[src/rtl/fetch_sequencer.sv]
// Fetch-stage controller: drives the PC register and the instruction-memory handshake.
// Outputs the registered IF/ID instruction and flushes on trap or redirect.
module fetch_sequencer #(
    parameter logic [31:0] RESET_PC    = 32'h0000_0000,
    parameter logic [31:0] TRAP_VECTOR = 32'h0000_0100
) (
    input  logic        clk,
    input  logic        reset,
    input  logic [31:0] pc_cur,
    output logic [31:0] pc_next,
    output logic        pc_stall,
    output logic        imem_req,
    output logic [31:0] imem_addr,
    input  logic        imem_ack,
    input  logic [31:0] imem_rdata,
    input  logic        load_use_hazard,
    input  logic        redirect_valid,
    input  logic [31:0] redirect_target,
    input  logic        trap,
    output logic        flush,
    output logic        instr_valid,
    output logic [31:0] instr_out,
    output logic [31:0] instr_pc
);

    typedef enum logic [1:0] {StIdle, StReq, StHold, StDiscard} state_e;

    state_e      state_q, state_d;
    logic [31:0] pending_q, pending_d;
    logic [31:0] buf_instr_q, buf_instr_d;
    logic [31:0] buf_pc_q, buf_pc_d;
    logic        instr_valid_q;
    logic [31:0] instr_out_q, instr_pc_q;

    logic        accept;
    logic [31:0] accept_instr, accept_pc;
    logic        ctl_event;
    logic [31:0] event_target;
    logic [31:0] pc_inc;

    assign imem_addr   = pc_cur;
    assign instr_valid = instr_valid_q;
    assign instr_out   = instr_out_q;
    assign instr_pc    = instr_pc_q;

    always_comb begin
        ctl_event    = trap | redirect_valid;
        event_target = trap ? TRAP_VECTOR : {redirect_target[31:2], 2'b00};
        pc_inc       = pc_cur + 32'd4;

        state_d      = state_q;
        pending_d    = pending_q;
        buf_instr_d  = buf_instr_q;
        buf_pc_d     = buf_pc_q;
        accept       = 1'b0;
        accept_instr = buf_instr_q;
        accept_pc    = buf_pc_q;
        pc_next      = pc_cur;
        pc_stall     = 1'b1;
        flush        = 1'b0;
        imem_req     = 1'b0;

        case (state_q)
            StIdle: begin
                pc_stall = 1'b0;
                pc_next  = ctl_event ? event_target : RESET_PC;
                flush    = ctl_event;
                state_d  = StReq;
            end
            StReq: begin
                imem_req = 1'b1;
                if (ctl_event) begin
                    flush = 1'b1;
                    if (imem_ack) begin
                        pc_stall = 1'b0;
                        pc_next  = event_target;
                    end else begin
                        // Request cannot be withdrawn; remember where to go once it returns.
                        pending_d = event_target;
                        state_d   = StDiscard;
                    end
                end else if (imem_ack) begin
                    if (!load_use_hazard) begin
                        accept       = 1'b1;
                        accept_instr = imem_rdata;
                        accept_pc    = pc_cur;
                        pc_stall     = 1'b0;
                        pc_next      = pc_inc;
                    end else begin
                        buf_instr_d = imem_rdata;
                        buf_pc_d    = pc_cur;
                        state_d     = StHold;
                    end
                end
            end
            StHold: begin
                if (ctl_event) begin
                    flush    = 1'b1;
                    pc_stall = 1'b0;
                    pc_next  = event_target;
                    state_d  = StReq;
                end else if (!load_use_hazard) begin
                    accept   = 1'b1;
                    pc_stall = 1'b0;
                    pc_next  = pc_inc;
                    state_d  = StReq;
                end
            end
            StDiscard: begin
                imem_req = 1'b1;
                if (ctl_event) begin
                    flush = 1'b1;
                    if (imem_ack) begin
                        pc_stall = 1'b0;
                        pc_next  = event_target;
                        state_d  = StReq;
                    end else begin
                        pending_d = event_target;
                    end
                end else if (imem_ack) begin
                    pc_stall = 1'b0;
                    pc_next  = pending_q;
                    state_d  = StReq;
                end
            end
            default: state_d = StIdle;
        endcase

        // Reset overrides everything so the PC and memory see a quiet interface.
        if (!reset) begin
            imem_req = 1'b0;
            flush    = 1'b0;
            pc_stall = 1'b1;
            pc_next  = RESET_PC;
            accept   = 1'b0;
        end
    end

    always_ff @(posedge clk or negedge reset) begin
        if (!reset) begin
            state_q       <= StIdle;
            pending_q     <= '0;
            buf_instr_q   <= '0;
            buf_pc_q      <= '0;
            instr_valid_q <= 1'b0;
            instr_out_q   <= '0;
            instr_pc_q    <= '0;
        end else begin
            state_q       <= state_d;
            pending_q     <= pending_d;
            buf_instr_q   <= buf_instr_d;
            buf_pc_q      <= buf_pc_d;
            instr_valid_q <= accept;
            if (accept) begin
                instr_out_q <= accept_instr;
                instr_pc_q  <= accept_pc;
            end
        end
    end

endmodule

[config.mk]
export PLATFORM = sky130hd
export DESIGN_NAME = fetch_sequencer
export DESIGN_NICKNAME = d
export VERILOG_FILES = /design/src/rtl/fetch_sequencer.sv
export SDC_FILE = /design/constraint.sdc
export NUM_CORES = 1
export LEC_CHECK = 0
export ABC_AREA = 1
export BUFFER_PORTS_ARGS = -buffer_cell sky130_fd_sc_hd__buf_4
export CAP_MARGIN = 40
export CORE_MARGIN = 5
export CORE_UTILIZATION = 59
export CTS_CLUSTER_DIAMETER = 60
export DETAILED_ROUTE_END_ITERATION = 7
export PLACE_DENSITY_LB_ADDON = 0.12
export SETUP_SLACK_MARGIN = 0.5
export SYNTH_ARGS = -nofsm -noshare
export SYNTH_HDL_FRONTEND = slang
export SYNTH_SLANG_ARGS = --single-unit
[constraint.sdc]
create_clock -name clk -period 3.92 [get_ports clk]
set_clock_uncertainty 0.1 [all_clocks]
set_input_delay 0.196 -clock clk [delete_from_list [all_inputs] [get_ports clk]]
set_output_delay 0.196 -clock clk [all_outputs]
set_load 0.005 [all_outputs]
# Yosys cells after proc, flatten, opt, wreduce, memory -nomap -nowiden
# Cells that the tools add are included.
# totals
in_bits	102
register_bits	163
wordCells	70
# op_classes
add_sub_neg	1
eq_ne	8
bitwise	3
mux	45
n_reduce_logical	6
# op_table
operator	count
two-way mux 32 bit	18
one-hot mux 32 bit (4 select lines)	1
adder 32 x 3 -> 32 bit, second input constant	1
two-way mux 1 bit	15
two-way mux 2 bit	7
inequality test 3 bit, second input constant	4
one-hot mux 2 bit (4 select lines)	1
AND reduction 5 bit	1
== test 2 bit, second input constant	2
one-hot mux 1 bit (2 select lines)	2
one-hot mux 1 bit (4 select lines)	1
AND reduction 4 bit	1
AND reduction 3 bit	1
OR reduction 3 bit	1
== test 2 x 1 -> 1 bit, second input constant	1
logical NOT 2 bit	1
inequality test 2 bit, second input constant	1
inverter 1 bit	2
OR reduction 2 bit	1
bitwise OR 1 bit	1

# Logic depth before layout (Yosys ltp)
# Gate-level depths: netlist of run 1.
# logic_depth
ltp_word	6
ltp_mapped	13

# Worst setup path after synthesis of run 1
# OpenSTA, ideal clock, no wires.
# synth_path
path_kind	flip-flop to output port
start	register state_q[0]
end	output port pc_next[18]
path_stages_with_launch	12
setup_slack_ps	1942
arrival_ps	1682
cell_sequence	dfrtp_1 inv_1 ha_1 clkbuf_1 inv_1 buf_2 clkbuf_1 o21ai_0 a21oi_1 nand2_1 nor2_1 nor2_1
# synth_via
elab_chain_cells	3
# synth_lines
item	line	rtl
from (decl)	28	state_e state_q, state_d;
from (signal assigned)	141	state_q <= StIdle;
from (signal assigned)	149	state_q <= state_d;
== test 2 bit, or another cell as far along	63	case (state_q)
one-hot mux 32 bit (4 select lines) *	63	
two-way mux 32 bit *	130	if (!reset) begin
to (decl)	10	output logic [31:0] pc_next,
# Mark *: on every way between the ends. The rest lies on a longest branch, timed or not.

# Final worst setup path of run 1
# layout_path
start	register state_q[0]
end	output port pc_next[13]
# The elaborated chain is that of the path after synthesis.

==> summary.md, run 1 <==
| Metric | Value |
|---|---|
| Seq cells post-synth | 161 |
| Pleak | 0.00601 uW |
| Area after DPL | 11500 sq um |
| Reg-to-reg slack, setup | 1020 ps |
| CTS Buf Count | 17 |
| Max_slew headroom | 49.7% |
| Vias in the first global route | 10100 |
| First-pass GRT wire length | 55200 um |
| DR vias/cell | 5.90 |
| Setup Viol. Count Final | 0 |
| Distinct cells, synth | 40 |
| Worst path arrival time | 2880 ps |
| Kind of critical path | reg -> out |
| Synth async-reset ratio | 100% |
| Yosys top cell area share | 40.9% |
| Worst r2r src | state_q[0] |
| Maximum clock path buffer count | 2 |
| Skew-Pair Late Insertion Delay | 430 ps |
| CTS tree | done |
| Area Overhead vs Synth | 27.5% |
| Antenna-violating nets left | 0 |
| Diode count | 0 |
| Worst Setup End Kind | output pin |
| Fin nets | 1665 |
| Site Rows | 47 |
| Unrepaired setup endpoints after global routing | no |
| Synthesized Nets | 1461 |
| Multi-input logic area | 4840 sq um |
| DRC Markers | 0 |
| Worst Tran Pin Value | 754 ps |
| Yosys warns | 0 |
| Status | finished, final reports clean |
| Gate Count Post-Synth | 1354 |
| Via total after detailed routing | 10600 |
| Num ports | 234 |
| GP Congestion | 0.963 |
| Initial DRC count | 1295 |
| DIE WIDTH | 139 um |
| Routed wire per std cell | 19.1 um |
| Worst-path maximum fanout | 14 |
| Fin crit period | 3180 ps |
| Setup crit end | pc_next[13] |
| Initial Util | 59.9% |
| Syn Std Cell Area | 9860 sq um |
| Hold Crit Class | in -> reg |
| Total of max-cap violations | 0 |
| FF-to-FF End | instr_out[18] |
| FF-to-FF path depth | 9 |
| Setup Total Neg Slack | 0 ps |
| CP startpoint kind | flop |
| IO buf count | 231 |
| Largest net degree at the start of global routing | 71 |
| Worst VDD drop | 0.401 mV |
| Final Hold Fails | 0 |
| Sequential fraction of the synthesis area | 40.9% |
| Fin crit share | 81.1% |
| # fillers | 1212 |
| Final wirelength | 34200 um |
| Max Freq | 0.315 GHz |
| Slew Limit Fails | 0 |
| Synth Flop Type | dfrtp_1 |
| Final HPWL DP | 22400 um |
| Initial antenna violation count | 0 |
| Leading area contributor after synthesis | dfrtp_1 |
| Critical Path RT | 3620 ps |
| Fin area | 12600 sq um |
| Final global-route overflow total | 0 |
| First drt pass iteration count | 6 |
| Syn avg cell area | 7.28 sq um |
| H-tree depth | 4 |
| Die area | 19400 sq um |
| Power Density | 632 nW/um^2 |
| Die height | 139 um |
| Setup crit start | state_q[0] |
| Clock Pin Slew Worst Setup and Hold Paths | 70 ps |
| Core ar. | 16500 sq um |
| Number of flops mapped to enable cells by yosys | 0 |
| CTS Sinks | 161 |
| Reg area | 4030 sq um |
| Min Hold Slack | 0.734 ps |
| CTS root buf | clkbuf_16 |
| Layout cell share with drive strength beyond 1 | 22.3% |
| Final Power | 7950 uW |
| Synth top area cells | dfrtp_1, nand2_1, nand3_1, nor2_1, o21ai_0 |
| GR Util All Layers | 34.9% |
## worst max-delay path, cell delays in order, from the launching register on
cell and delay [ps]:
dfrtp_1 410, inv_1 100, ha_1 240, inv_1 250, buf_4 260, nand2_1 120, inv_1 390, o21ai_0 270
a21oi_1 240, buf_4 150
## final cells by class
cell class,count,area share (%)
clock inverters,14,1.17
well taps,220,2.19
multi-input cells,973,38.5
repair buffers,300,19.6
flip-flops and latches,161,32.0
clock buffers,18,3.41
inverters,105,3.13
## routing by layer
metal | up-vias | GRT usage, % | wire [um]
met3 | 90 | 7.55 | 3660
li1 | 4925 | - | -
met1 | 4851 | 50.5 | 14000
met4 | 0 | 11.9 | 1090
met2 | 706 | 52.4 | 15500
met5 | - | 0 | 0
## Yosys cell counts (2+ instances only)
cell type,number
o221ai_1,4
nand2_2,6
mux2_2,34
nor2_4,2
o21bai_1,2
buf_4,35
nor3_1,3
o32ai_1,2
nor2_1,159
a22oi_1,5
nand2_1,314
buf_2,46
o22ai_1,13
inv_2,4
and2_1,3
o211ai_1,8
a21oi_1,54
nor4_1,3
nand3_1,133
ha_1,5
o21ai_1,20
nand4_1,19
clkinv_1,2
o31ai_1,4
a31oi_1,66
inv_1,99
clkbuf_1,30
nor2_2,13
o21ai_0,92
a211oi_1,2
buf_6,2
dfrtp_1,161
buf_1,2
## repair_timing
action,4_1_cts,5_1_grt
resized for setup,0,2
endpoints found under the hold margin,141,0
hold buffers,47,0
setup endpoints to repair,0,5
setup buffers,0,1
## state kept, by name, indices dropped and copies added (netlist names)
signal	cells
buf_instr_q	32
state_q	2
pending_q	30
instr_valid	1
instr_out	32
instr_pc	32
buf_pc_q	32
## report_power, final
part	internal, uW	switching, uW	total (uW)	leakage [uW]
clock network	849	786	1640	0.000276
registers	2420	430	2850	0.00203
logic	1540	1920	3460	0.00370
## worst min-delay path by stage
stage / from / end / slack, ps / cells past startpoint
floorplan: reset / buf_instr_q[0] / -200 / 0
global placement: reset / pending_q[12] / 130 / 1
detailed placement: reset / pending_q[4] / 130 / 1
CTS: pc_cur[25] / buf_pc_q[25] / 1 / 3
global route: pc_cur[26] / instr_pc[26] / 7 / 3
finish: pc_cur[24] / instr_pc[24] / 0.7 / 3
## per-stage QoR
step	instances	setup WS, ps	util, %
5_1_grt	1791	532	76.4
4_1_cts	1790	565	76.2
3_3_place_gp	1708	1010	69.5
6_report	1791	743	76.4
3_5_place_dp	1711	1000	69.8
2_1_floorplan	1354	1940	-
## layout by cell type, fill, tap and decap left out, types with 3 or more instances in the layout
master / netlist / routed
a22oi_1: 5 / 5
inv_8: 0 / 5
o22ai_1: 13 / 13
nand4_1: 19 / 19
nand2_2: 6 / 6
nor2_2: 13 / 11
and2_1: 3 / 3
clkbuf_16: 0 / 17
dfrtp_1: 161 / 161
buf_4: 35 / 244
mux2_2: 34 / 34
clkinv_4: 0 / 3
nor2_1: 159 / 159
nor3_1: 3 / 3
o21ai_0: 92 / 92
nor4_1: 3 / 3
ha_1: 5 / 3
nand2_1: 314 / 314
inv_2: 4 / 4
o211ai_1: 8 / 8
inv_1: 99 / 99
o21ai_1: 20 / 20
buf_12: 0 / 6
o31ai_1: 4 / 4
a31oi_1: 66 / 66
a21oi_1: 54 / 54
dlygate4sd3_1: 0 / 47
o221ai_1: 4 / 4
nor2_4: 2 / 4
nand3_1: 133 / 132
## cells by family after synthesis
group | synth area share [%]
multiplexers | 3.88
AO/OA/AOI/OAI | 16.0
AND/OR/NAND/NOR | 28.2
adder cells (fa/ha/maj) | 0.635
flip-flops | 40.9
buffers and inverters | 10.4
No activity file was read; power rests on OpenSTA's default activity.
==> run 2: changes to the inputs <==
--- a/config.mk
+++ b/config.mk
@@ -9,7 +9,7 @@
 export BUFFER_PORTS_ARGS = -buffer_cell sky130_fd_sc_hd__buf_4
 export CAP_MARGIN = 40
 export CORE_MARGIN = 5
-export CORE_UTILIZATION = 59
+export CORE_UTILIZATION = 55
 export CTS_CLUSTER_DIAMETER = 60
 export DETAILED_ROUTE_END_ITERATION = 7
 export PLACE_DENSITY_LB_ADDON = 0.12
==> constraint.sdc (replaced) <==
create_clock -name clk -period 3.1 [get_ports clk]
set_clock_uncertainty 0.1 [all_clocks]
set_input_delay 0.155 -clock clk [delete_from_list [all_inputs] [get_ports clk]]
set_output_delay 0.155 -clock clk [all_outputs]
set_load 0.005 [all_outputs]
==> summary.md, run 2 (same netlist as run 1, synthesis figures left out) <==
| Metric | Value |
|---|---|
| Setup Viol. Count Final | 0 (unchanged) |
| Total of max-cap violations | 0 (unchanged) |
| First-pass GRT wire length | 53000 um (-3.9%) |
| Final wirelength | 34500 um (+0.66%) |
| DIE WIDTH | 144 um (+3.3%) |
| Setup Total Neg Slack | 0 ps (unchanged) |
| DRC Markers | 0 (unchanged) |
| Via total after detailed routing | 10700 (+0.83%) |
| Final global-route overflow total | 0 (unchanged) |
| Worst Setup End Kind | output pin |
| Kind of critical path | reg -> out |
| Initial Util | 55.4% (-4.4 points) |
| Initial DRC count | 1025 (-21%) |
| CP startpoint kind | flop |
| Clock Pin Slew Worst Setup and Hold Paths | 70 ps (about the same) |
| Skew-Pair Late Insertion Delay | 420 ps (about the same) |
| CTS root buf | clkbuf_16 |
| CTS Buf Count | 17 (unchanged) |
| Min-Delay Path Depth | 5 (+2) |
| Die area | 20700 sq um (+6.7%) |
| Worst VDD drop | 0.510 mV (+27%) |
| Fin crit period | 2520 ps |
| Worst Tran Pin Value | 865 ps (+111 ps) |
| Slew Limit Fails | 0 (unchanged) |
| Power Density | 778 nW/um^2 (+23%) |
| Site Rows | 49 (+4.3%) |
| Final Hold Fails | 0 (unchanged) |
| Max_slew headroom | 42.3% (-7.4 points) |
| Pleak | 0.00620 uW (+3.2%) |
| Most common cell after layout, fill and taps aside | nand2_1 |
| Worst setup margin | 576 ps (-166 ps) |
| GP Congestion | 0.941 (-2.3%) |
| DR vias/cell | 5.77 (-2.2%) |
| Critical Path RT | 2840 ps (-780 ps) |
| Status | finished, final reports clean |
| IO buf count | 231 (unchanged) |
| Fin nets | 1712 (+2.8%) |
| Fin crit share | 81.4% |
| Post-Place Setup Slack | 734 ps (-267 ps) |
| CTS tree | done |
| Final HPWL DP | 22800 um (+1.7%) |
| Largest net degree at the start of global routing | 132 (+86%) |
| Unrepaired setup endpoints after global routing | yes |
| Routed wire per std cell | 18.7 um (-2.4%) |
| GR Util All Layers | 32.5% (-2.4 points) |
| Most frequent cells in the layout | nand2_1, buf_4, dfrtp_1 |
| Initial antenna violation count | 0 (unchanged) |
| Num ports | 234 (unchanged) |
| H-tree depth | 4 (unchanged) |
| Area Overhead vs Synth | 33.4% |
| Worst path arrival time | 2270 ps (-610 ps) |
| Layout cell share with drive strength beyond 1 | 24.3% (+2.0 points) |
| Worst-path maximum fanout | 6 (-8) |
| Vias in the first global route | 9804 (-2.5%) |
| Diode count | 0 (unchanged) |
| Hold Crit Class | in -> reg |
| CTS Sinks | 161 (unchanged) |
| Maximum clock path buffer count | 2 (unchanged) |
| Core ar. | 17800 sq um (+8.0%) |
| Antenna-violating nets left | 0 (unchanged) |
| First drt pass iteration count | 6 (unchanged) |
| Die height | 144 um (+3.3%) |
| Max Freq | 0.396 GHz |
| FF-to-FF path depth | 8 (-1) |
-- run 2: changes by cell type in the layout (fill, tap and decap cells not counted), sizes merged --
cell,before,now
dlygate4sd3,47,80
buf,253,266
clkinvlp,2,7
clkinv,7,5
inv,110,108
-- run 2: routing by layer --
layer / up-vias / part of all wire, % / GRT usage (%)
li1: 5013 / - / -
met1: 4943 / 41 / 46.3
met2: 636 / 46 / 51.4
met3: 68 / 10 / 5.26
met4: 0 / 2.5 / 9.76
met5: - / 0 / 0
-- run 2: cell type report --
class | instances | area, sq um
clock buffer | 18 | 439
fill | 1409 | 4630
sequential | 161 | 4030
clock inverter | 14 | 143
timing repair inverter | 1 | 5.00
tap | 229 | 287
inverter | 105 | 403
timing repair buffer | 346 | 2890
multi-input combinational | 973 | 4950
-- run 2: timing repair --
item                                   in CTS  in global routing
hold buffers                               80                  0
buffers inserted                            0                 10
setup endpoints to repair                  29                 49
gates cloned                                0                  1
pin swaps                                   0                  8
endpoints found under the hold margin     149                  0
gates resized for setup                    17                 25
-- run 2: worst max-delay path, cell delays in order, from the launching register on --
cell,delay (ps)
dfrtp_1,440
inv_2,110
ha_4,200
nand2_2,100
nand2_2,90
nand2_2,90
nor2_2,120
inv_1,70
nor3_2,190
o21ai_0,110
nand3_1,80
nand2_1,70
inv_1,80
buf_4,100
-- run 2: report_power, final --
group / switching (uW) / leakage (uW) / internal, uW
logic: 2480 / 0.00390 / 2110
registers: 511 / 0.00203 / 3060
clock network: 982 / 0.000273 / 1090
-- run 2: metrics by stage --
| stage | std cells | hold WS (ps) | util [%] | area, sq um | total power, uW |
|---|---|---|---|---|---|
| after floorplan | 1354 | -241 | - | 9860 | 5960 |
| after global placement | 1724 | 27.9 | 64.8 | 11500 | 7670 |
| after detailed placement | 1724 | 28.8 | 64.8 | 11500 | 7810 |
| after CTS | 1836 | 0.821 | 73.0 | 13000 | 10000 |
| after global routing | 1847 | 23.5 | 73.9 | 13100 | 10900 |
| final | 1847 | 21.9 | 73.9 | 13100 | 10200 |
-- run 2: final timing paths --
| check | start | slack (ps) | end |
|---|---|---|---|
| hold reg to reg | buf_pc_q[8] | 380 | buf_pc_q[8] |
| max in group asynchronous | reset | 1690 | buf_pc_q[13] |
| min in group asynchronous | reset | 160 | state_q[1] |
| setup reg to reg | state_q[1] | 790 | pending_q[20] |
| setup / recovery | state_q[1] | 580 | pc_next[15] |
| hold / removal | redirect_target[9] | 20 | pending_q[9] |
==> run 3: changes to the inputs <==
==> constraint.sdc (replaced) <==
create_clock -name clk -period 2.4 [get_ports clk]
set_clock_uncertainty 0.1 [all_clocks]
set_input_delay 0.12 -clock clk [delete_from_list [all_inputs] [get_ports clk]]
set_output_delay 0.12 -clock clk [all_outputs]
set_load 0.005 [all_outputs]
==> summary.md, run 3 (same netlist as run 1, synthesis figures left out) <==
| Metric | Value |
|---|---|
| Worst VDD drop | 0.639 mV (+25%) |
| Worst setup margin | -88.7 ps (-665 ps) |
| First-pass GRT wire length | 65000 um (+23%) |
| Routed wire per std cell | 26.0 um (+39%) |
| Antenna-violating nets left | 0 (unchanged) |
| Area Overhead vs Synth | 54.2% |
| Fin crit share | 104% |
| Max_slew headroom | 39.9% (-2.4 points) |
| Comb pwr share | 50.6% (+5.8 points) |
| Status | finished, violations left |
| DIE WIDTH | 144 um (unchanged) |
| Num ports | 234 (unchanged) |
| Cell mode on critical path | buf_6 |
| GR Util All Layers | 40.3% (+7.8 points) |
| Setup Viol. Count Final | 3 (+3) |
| Sequential Power Share | 31.5% (-3.4 points) |
| Worst-path maximum fanout | 8 (+2) |
| Core ar. | 17800 sq um (unchanged) |
| DRC Markers | 1 (+1) |
| Hold Crit Class | in -> reg |
| Largest net degree at the start of global routing | 102 (-23%) |
| Kind of critical path | reg -> reg |
| Worst Setup End Kind | flop |
| First drt pass iteration count | 8 (+2) |
| Fin nets | 1810 (+5.7%) |
| CP Buf/Inv Count | 7 (+3) |
| Unrepaired setup endpoints after global routing | yes |
| Max Freq | 0.402 GHz |
| Placed Cells | 1734 (+0.58%) |
| GP Congestion | 1.01 (+7.0%) |
| Fin area | 15200 sq um (+16%) |
| Final global-route overflow total | 0 (unchanged) |
| Fin cells | 1945 (+5.3%) |
| CTS tree | done |
| Layout cell share with drive strength beyond 1 | 31.1% (+6.8 points) |
| DR vias/cell | 6.62 (+15%) |
| CP peak stage delay | 450 ps (about the same) |
| Die height | 144 um (unchanged) |
| Site Rows | 49 (unchanged) |
| Slew Limit Fails | 0 (unchanged) |
| Pleak | 0.00712 uW (+15%) |
| Utilization after layout | 85.5% (+12 points) |
| Diode count | 0 (unchanged) |
| Power Density | 1030 nW/um^2 (+32%) |
| Worst path arrival time | 2670 ps (+400 ps) |
| Net Sw Frac | 43.0% (+4.2 points) |
| Most common cell after layout, fill and taps aside | nand2_1 |
| Final Hold Fails | 3 (+3) |
| Initial antenna violation count | 0 (unchanged) |
| Maximum clock path buffer count | 2 (unchanged) |
| Vias in the first global route | 11800 (+20%) |
| Skew-Pair Late Insertion Delay | 440 ps (+20 ps) |
| CTS root buf | clkbuf_16 |
| Cell internal pwr | 8930 uW (+43%) |
| Clock Pin Slew Worst Setup and Hold Paths | 80 ps (about the same) |
| Net Switching | 6730 uW (+69%) |
| Fin crit period | 2490 ps |
| Clock share of power | 17.9% (-2.4 points) |
| CP startpoint kind | flop |
| CTS Buf Count | 17 (unchanged) |
| CP top delay family | buffers and inverters |
| Critical Path RT | 2590 ps (-250 ps) |
| Initial DRC count | 2314 (+130%) |
| Area after DPL | 11600 sq um (+0.85%) |
| Failing checks | DRC, hold timing, setup timing |
| Via total after detailed routing | 12900 (+21%) |
| Initial Util | 55.4% (unchanged) |
| Slowest CP cell | dfrtp_2 |
| H-tree depth | 4 (unchanged) |
| Min Hold Slack | -34.3 ps (-56.2 ps) |
| Most frequent cells in the layout | nand2_1, buf_4, dfrtp_1 |
| Die area | 20700 sq um (unchanged) |
| Total of max-cap violations | 0 (unchanged) |
| CP Cell Sequence | inv_2 -> ha_4 -> inv_8 -> nand2_4 -> buf_6 -> buf_6 -> nand3_2 -> nor2_4 -> buf_8 -> buf_6 -> buf_16 -> nor2_1 -> a31oi_1 |
| Final wirelength | 50600 um (+47%) |
| Final HPWL DP | 22900 um (+0.43%) |
| CTS Sinks | 161 (unchanged) |
| Post-Place Setup Slack | 110 ps (-624 ps) |
| Worst Tran Pin Value | 899 ps (+34.2 ps) |
| IO buf count | 231 (unchanged) |
[run 3: area by class of cell]
class | instances | area [sq um]
inverter | 105 | 422
clock buffer | 18 | 429
fill | 953 | 2580
timing repair inverter | 2 | 13.8
sequential | 161 | 4030
tap | 229 | 287
clock inverter | 14 | 135
timing repair buffer | 443 | 4510
multi-input combinational | 973 | 5370
[run 3: what timing repair did]
item	in CTS	in global routing
hold buffers	96	1
gates cloned	23	10
endpoints found under the hold margin	304	114
pin swaps	19	28
resized for setup	114	111
endpoints found under the setup margin	118	194
buffers inserted	42	7
[run 3: path summary, 6_finish.rpt]
kind                                startpoint              to  slack, ps  depth (start not counted)
setup reg to reg                    state_q[0]    instr_out[7]        -90                         13
setup / recovery                    state_q[0]    instr_out[7]        -90                         13
min in group asynchronous                reset      state_q[0]        390                          2
hold reg to reg                  pending_q[18]   pending_q[18]        390                          2
max in group asynchronous                reset  buf_instr_q[9]        780                          3
hold / removal             redirect_target[28]   pending_q[28]        -30                          5
[run 3: power by group through the flow]
stage	clock (uW)	sequential, uW	combinational, uW
floorplan	0	4550	3150
global placement	0	4590	5340
detailed placement	0	4640	5440
CTS	2670	4600	6520
global route	2870	4970	8340
finish	2810	4930	7920
[run 3: worst reg2reg max path: stages, from the launching register on]
cell and delay [ps]:
dfrtp_2 450, inv_2 100, ha_4 200, inv_8 60
nand2_4 80, buf_6 130, buf_6 100, nand3_2 70
nor2_4 190, buf_8 160, buf_6 130, buf_16 120
nor2_1 50, a31oi_1 400
[run 3: metal layers]
| layer | share of wire [%] | GRT usage (%) | wire (um) |
|---|---|---|---|
| met1 | 33 | 50.4 | 16900 |
| met2 | 44 | 67.1 | 22300 |
| met3 | 14 | 9.52 | 7140 |
| met4 | 8.4 | 17.0 | 4250 |
| met5 | 0 | 0 | 0 |
[run 3: through the flow]
stage	total power, uW	TNS, ps
CTS	13800	0
global route	16200	-1910
floorplan	7700	0
detailed placement	10100	0
global placement	9930	0
finish	15700	-161
